[src/rtl/interval_timer_pkg.sv]
// Shared register map, control bit positions and helpers for the interval timer.
package interval_timer_pkg;

  localparam int unsigned DATA_W = 16;
  localparam int unsigned ADDR_W = 2;

  localparam logic [ADDR_W-1:0] ADDR_CONTROL  = 2'd0;
  localparam logic [ADDR_W-1:0] ADDR_RELOAD   = 2'd1;
  localparam logic [ADDR_W-1:0] ADDR_PRESCALE = 2'd2;
  localparam logic [ADDR_W-1:0] ADDR_COUNT    = 2'd3;

  localparam int unsigned CTL_EN       = 0;
  localparam int unsigned CTL_PERIODIC = 1;
  localparam int unsigned CTL_IRQ_EN   = 2;
  localparam int unsigned CTL_EXPIRED  = 15;

  // Assemble the CONTROL read value; unused bits read as zero.
  function automatic logic [DATA_W-1:0] ctl_word(input logic en, input logic periodic,
                                                 input logic irq_en, input logic expired);
    logic [DATA_W-1:0] w;
    w               = '0;
    w[CTL_EN]       = en;
    w[CTL_PERIODIC] = periodic;
    w[CTL_IRQ_EN]   = irq_en;
    w[CTL_EXPIRED]  = expired;
    return w;
  endfunction

endpackage

[src/rtl/timer_prescaler.sv]
// Clock prescaler: emits one tick every (div+1) cycles while run is high.
module timer_prescaler
  import interval_timer_pkg::*;
(
  input  logic              clk,
  input  logic              rst,
  input  logic              run,
  input  logic              load,
  input  logic [DATA_W-1:0] div,
  output logic              tick
);

  logic [DATA_W-1:0] pre;

  // A tick on the load edge is still reported so the top can see a coincident expiry.
  assign tick = run & (pre == '0);

  always_ff @(posedge clk) begin
    if (rst) begin
      pre <= '0;
    end else if (load) begin
      pre <= div;
    end else if (run) begin
      if (pre != '0) pre <= pre - DATA_W'(1);
      else           pre <= div;
    end
  end

endmodule

[src/rtl/interval_timer.sv]
// 16-bit programmable interval timer with one-shot/periodic modes and a level irq.
module interval_timer
  import interval_timer_pkg::*;
#(
  parameter logic [15:0] PRESCALE_RESET = 16'h0000,
  parameter logic [15:0] RELOAD_RESET   = 16'hFFFF
) (
  input  logic              clk,
  input  logic              rst,
  input  logic              ce,
  input  logic              wren,
  input  logic [ADDR_W-1:0] addr,
  input  logic [DATA_W-1:0] from_cpu,
  output logic [DATA_W-1:0] to_cpu,
  output logic              irq
);

  logic              en, periodic, irq_en, expired;
  logic [DATA_W-1:0] reload, prescale, counter;
  logic              wr, wr_ctl, run, tick, expire, start;
  logic [DATA_W-1:0] rd_data_c;

  assign wr     = ce & wren;
  assign wr_ctl = wr & (addr == ADDR_CONTROL);
  // Writing EN=0 freezes both counters on the very edge of the write.
  assign run    = en & ~(wr_ctl & ~from_cpu[CTL_EN]);
  assign expire = tick & (counter == '0);
  // An EN=1 write restarts from idle, or rescues a one-shot that expires on the same edge.
  assign start  = wr_ctl & from_cpu[CTL_EN] & (~en | (expire & ~periodic));

  timer_prescaler u_prescaler (
    .clk  (clk),
    .rst  (rst),
    .run  (run),
    .load (start),
    .div  (prescale),
    .tick (tick)
  );

  always_comb begin
    rd_data_c = '0;
    case (addr)
      ADDR_CONTROL:  rd_data_c = ctl_word(en, periodic, irq_en, expired);
      ADDR_RELOAD:   rd_data_c = reload;
      ADDR_PRESCALE: rd_data_c = prescale;
      ADDR_COUNT:    rd_data_c = counter;
      default:       rd_data_c = '0;
    endcase
  end

  always_ff @(posedge clk) begin
    if (rst) begin
      en       <= 1'b0;
      periodic <= 1'b0;
      irq_en   <= 1'b0;
      expired  <= 1'b0;
      reload   <= RELOAD_RESET;
      prescale <= PRESCALE_RESET;
      counter  <= '0;
      irq      <= 1'b0;
      to_cpu   <= '0;
    end else begin
      if (wr_ctl) begin
        en       <= from_cpu[CTL_EN];
        periodic <= from_cpu[CTL_PERIODIC];
        irq_en   <= from_cpu[CTL_IRQ_EN];
      end else if (expire & ~periodic) begin
        en <= 1'b0;
      end

      // Expiry beats a software clear on the same edge.
      if (expire)                             expired <= 1'b1;
      else if (wr_ctl & from_cpu[CTL_EXPIRED]) expired <= 1'b0;

      if (wr && addr == ADDR_RELOAD)   reload   <= from_cpu;
      if (wr && addr == ADDR_PRESCALE) prescale <= from_cpu;

      if (start) begin
        counter <= reload;
      end else if (tick) begin
        if (counter != '0) counter <= counter - DATA_W'(1);
        else if (periodic) counter <= reload;
      end

      irq <= irq_en & expired;

      if (ce) to_cpu <= rd_data_c;
    end
  end

endmodule

[config.mk]
export PLATFORM = sky130hd
export DESIGN_NAME = interval_timer
export DESIGN_NICKNAME = d
export VERILOG_FILES = /design/src/rtl/interval_timer_pkg.sv /design/src/rtl/timer_prescaler.sv /design/src/rtl/interval_timer.sv
export SDC_FILE = /design/constraint.sdc
export NUM_CORES = 1
export LEC_CHECK = 0
export ABC_AREA = 0
export BUFFER_PORTS_ARGS = -buffer_cell sky130_fd_sc_hd__buf_4
export CAP_MARGIN = 5
export CORE_MARGIN = 2
export CORE_UTILIZATION = 54
export DETAILED_ROUTE_END_ITERATION = 10
export PLACE_DENSITY_LB_ADDON = 0.3
export SLEW_MARGIN = 25
export SYNTH_ARGS = -nofsm -noshare
export SYNTH_HDL_FRONTEND = slang
export SYNTH_SLANG_ARGS = --single-unit
[constraint.sdc]
create_clock -name clk -period 2.5 [get_ports clk]
set_clock_uncertainty 0.2 [all_clocks]
set_input_delay 0.375 -clock clk [delete_from_list [all_inputs] [get_ports clk]]
set_output_delay 0.375 -clock clk [all_outputs]
set_load 0.01 [all_outputs]
; Word-level counts from Yosys, hierarchy flattened
; Cells that the tools add are included.
[totals]
output_inout_bits = 17
word_cells = 56
regBits = 85
inputBits = 22
[op_classes]
n_mux = 12
add_sub_neg = 2
reduce_logical = 13
n_eq_ne = 3
n_bitwise = 16
[ops]
columns = cell, n
row1 = 16-bit two-way mux, 7
row2 = 16-bit one-hot mux with 4 select lines, 1
row3 = 16-bit zero test, 2
row4 = 16-bit nonzero test, 2
row5 = "16-bit by 1-bit subtractor with 16-bit output, second input constant", 2
row6 = 1-bit AND, 11
row7 = 2-bit nonzero test, 4
row8 = "2-bit equality test, second input constant", 2
row9 = 1-bit two-way mux, 4
row10 = 1-bit inverter, 4
row11 = 3-bit nonzero test, 1
row12 = "2-bit by 1-bit equality test with 1-bit output, second input constant", 1
row13 = 1-bit logical AND, 2
row14 = 2-bit zero test, 1
row15 = 2-bit AND reduction, 1
row16 = 1-bit bitwise OR, 1

; Longest topological paths before layout
[logic_depth]
ltp_word = 12
ltp_mapped = 10

; Hierarchy
; Synthesis repeated with hierarchy kept, for this count alone.
[unflattened]
hier_cells = 535
area_unflattened_um2 = 4573.1
[by_module_without_submodules]
columns = module, n_inst, cells_each, seq_area_each_um2, area_each_um2
row1 = interval_timer, 1, 397, 1381.3, 3430.8
row2 = timer_prescaler, 1, 138, 320.3, 1142.3

; Worst setup path before layout
; Ideal clock, no wire load.
[synth_timing]
path_type = reg-to-reg
startpoint = reg counter[0]
endpoint = reg counter[10]
period_less_slack_ns = 2.654
t_arrival_ns = 2.361
required_time_ns = 2.208
slack_ns = -0.154
stages_incl_launch_ff = 10
path_cell_list = dfxtp_1 inv_1 ha_1 or3b_2 or4_1 buf_2 o311ai_4 buf_2 a22oi_1 o32ai_1
[synth_via]
elab_chain_cells = 7
[synth_lines]
columns = item, line_no
row1 = start: declaration, interval_timer.sv:19  ; logic [DATA_W-1:0] reload, prescale, counter;
row2 = start signal: assignment, interval_timer.sv:79  ; counter <= reload;
row3 = start signal: assignment, interval_timer.sv:81  ; if (counter != '0) counter <= counter - DATA_W'(1);
row4 = start signal: assignment, interval_timer.sv:82  ; else if (periodic) counter <= reload;
row5 = branches (longest 7 deep; another with 16-bit by 1-bit subtractor with 16-bit output), --
; Parallel ways; which one is timed is not known. The select of a mux whose other input is x is not followed.
; A chain may end at the register's enable or synchronous reset.

; Worst setup path in the final report
[layout_timing]
startpoint = reg counter[1]
endpoint = reg counter[1]
; Same word-level chain as after synthesis.

==> results.md <==
- Status: complete, but fails checks
- Failing checks: setup timing
- Maxcap violations: 0
- Power per cell area: approximately 670 nW/µm²
- Max-slew violations: 0
- Data required, critical path: 2.60 ns
- Final Cycle Share: 1.07
- Die X: 96.3 µm
- Area Overhead vs Synth: 31.1%
- Worst setup EP type: flop
- Number of synthesized register bits: 85
- Peak VDD IR: 0.351 mV
- Hold path startpoint: from_cpu[10]
- Vias in the first global route: 4598
- Worst Setup Start Kind: flop
- Most common cell after layout, fill and taps aside: buf_4
- Final instance area: 6020 µm²
- Compound-Gate Fraction of Synth Area: 0.226
- Leakage: 2.44 nW
- DRT iter0 DRCs: between 500 and 600
- Syn Nets: 583
- Sequential share of the synthesized area: 0.370
- EDFF count, synth: 0
- Mean number of vias per cell: approximately 6.4
- Hold WS: around 0.014 ns
- Main combinational cell family by area after synthesis: simple AND/OR/NAND/NOR gates
- Number of clock sinks: 85
- Overflow after GRT: 0
- Path depth of the worst reg2reg path: 10
- Routed len/inst: 20.0 µm
- CTS tree: built
- Hold WC Path Type: input port to flop
- Clock slew at reported path FFs: 0.09 ns
- Yosys warnings: 0
- Share of layout cells above drive strength 1: 0.346
- Post-synth cell types: 58
- Final Critical Period: 2.68 ns
- Diode count: 0
- Port Buffers: 38
- # hold bufs at CTS: 0
- Core Area: about 8200 µm²
- Worst skew pair latency: approximately 0.37 ns
- Antenna violations before repair: 0
- H-Tree Depth: 3
- Multiplexer share of the synthesized area: 0.0732
- Xor-xnor portion of the synthesized cell area: 0
- DP Cell Count: around 730
- Post-synth top flop: dfxtp_1
- Worst-path maximum fanout: 12
- Area after DPL: roughly 5400 µm²
- DRC violation count after routing: 0
- Most frequent cells in the layout: buf_4 (119), nand2_1 (80), dfxtp_1 (78), a21oi_1 (42), nor2_1 (32)
- Post-Syn Area: roughly 4600 µm²
- Max clock buf depth: 2
- Final cell count without fillers: 764
- Top post-synthesis cells by area: dfxtp_1 (37%), nand2_1 (6.7%), a21oi_1 (4.7%)
- Via Count: between 4000 and 5000
- Worst slew margin: 0.670
- Async SR Flop Fraction: 0
- Row cnt: 33
- Cell accounting for the most synthesized area: dfxtp_1
- Routed Antenna Nets: 0
- Routed wire length: around 15000 µm
- Hold endpoint: reload[10]
- Final setup violation count: 16
- Fin. Hold Viols: 0
- Die H: around 96 µm
- RePlAce Congestion: about 0.93
- First-pass GRT wire length: 23400 µm
- RSZ-0062 raised after global routing: true
- Crit path arrival time: roughly 2.8 ns
- Worst Max-Slew Pin Slew: 0.493 ns
- Starting Density: 0.559
- Pin count of the biggest net entering global routing: 38
- CTS root buffer: clkbuf_8
- Worst hold stages: 3
- Setup_tns: -1.58 ns
- Syn avg cell area: 8.25 µm²
- Crit path kind: flop to flop
- R2R Path Start: counter[1]
- Max frequency: 0.373 GHz
- Total CTS buffers: 9
- Adder-cell share of the synthesized area: 0.0109
- Post-DP HPWL: 10100 µm
- R2R Path End: counter[1]
- GRT Total Usage: 0.330
- # IOs: 39
- Final #Nets: 680
- Die Area: 9260 µm²
- Register-to-register setup slack: -0.18 ns
- Final WS setup: -0.182 ns
- Worst slack, placed: -0.0913 ns
- Post-synthesis cell count: around 560
- DR pass1 iterations: 7
- Synth top area share: 0.370
- Post-Synth Simple-Gate Area: 0.269
-- worst max-delay path: stages, from the launching register on --
cell,delay (ns)
dfxtp_2,0.35
inv_2,0.07
ha_2,0.16
or3b_4,0.37
buf_4,0.14
nor4_2,0.36
buf_4,0.20
buf_4,0.20
nor3b_1,0.09
a221o_1,0.31
a21oi_2,0.16
-- how the worst max path moves through the flow --
| stage | from | to | slack (ns) | cells past startpoint |
|---|---|---|---|---|
| 2_1_floorplan | counter[0] | counter[10] | -0.12 | 9 |
| 3_3_place_gp | counter[0] | counter[14] | -0.01 | 8 |
| 3_5_place_dp | counter[1] | counter[14] | -0.09 | 8 |
| 4_1_cts | counter[1] | counter[13] | -0.10 | 8 |
| 5_1_grt | counter[1] | counter[1] | -0.22 | 10 |
| 6_report | counter[1] | counter[1] | -0.18 | 10 |
-- metrics by stage --
step	utilization	power, W
global placement	0.657	0.00272
finish	0.733	0.00405
CTS	0.710	0.00378
floorplan	-	0.00232
detailed placement	0.657	0.00273
global route	0.733	0.00420
-- power by group --
group	total, W	switching, W	internal, W	leakage, nW
clock network	0.00103	0.000556	0.000471	0.0935
logic	0.00157	0.000827	0.000742	1.65
registers	0.00146	0.0000474	0.00141	0.695
total	0.00405	0.00143	0.00262	2.44
-- Yosys cell counts, types with 19 or more instances --
cell / n
clkbuf_1: 35
a21oi_1: 43
nor3_1: 21
dfxtp_1: 85
o21ai_0: 25
nor2_1: 32
nand2_1: 82
nand3b_1: 19
a22oi_1: 19
-- logic make-up after synthesis --
logic type / after synthesis
DFF: 85
muxes: 27
adders and majority gates: 4
and+or+nand+nor: 233
AOI/OAI and AO/OA: 153
buffers and inverters: 55
-- state kept, by name, indices dropped and copies added, names as in the netlist --
signal / flops
reload: 16
irq: 1
counter: 16
u_prescaler.pre: 16
en: 1
irq_en: 1
prescale: 16
expired: 1
periodic: 1
to_cpu: 16
-- cell type report --
| class | instances | area, µm² |
|---|---|---|
| Multi-Input combinational cell | 418 | 2900 |
| Inverter | 8 | 30.0 |
| Timing Repair Buffer | 132 | 1060 |
| Clock inverter | 6 | 71.3 |
| Tap cell | 105 | 131 |
| Clock buffer | 10 | 128 |
| Fill cell | 595 | 2190 |
| Sequential cell | 85 | 1710 |
-- routing by layer --
layer,track usage,share of wire
met1,0.422,0.40
met2,0.543,0.47
met3,0.0626,0.090
met4,0.139,0.041
met5,0,0
-- timing repair --
action,in CTS,in global routing
pin swaps,18,21
setup endpoints to repair,10,27
hold endpoints to repair,0,0
setup buffers,14,5
gates cloned,2,2
resized for setup,34,34
(Power assumes the default switching activity.)
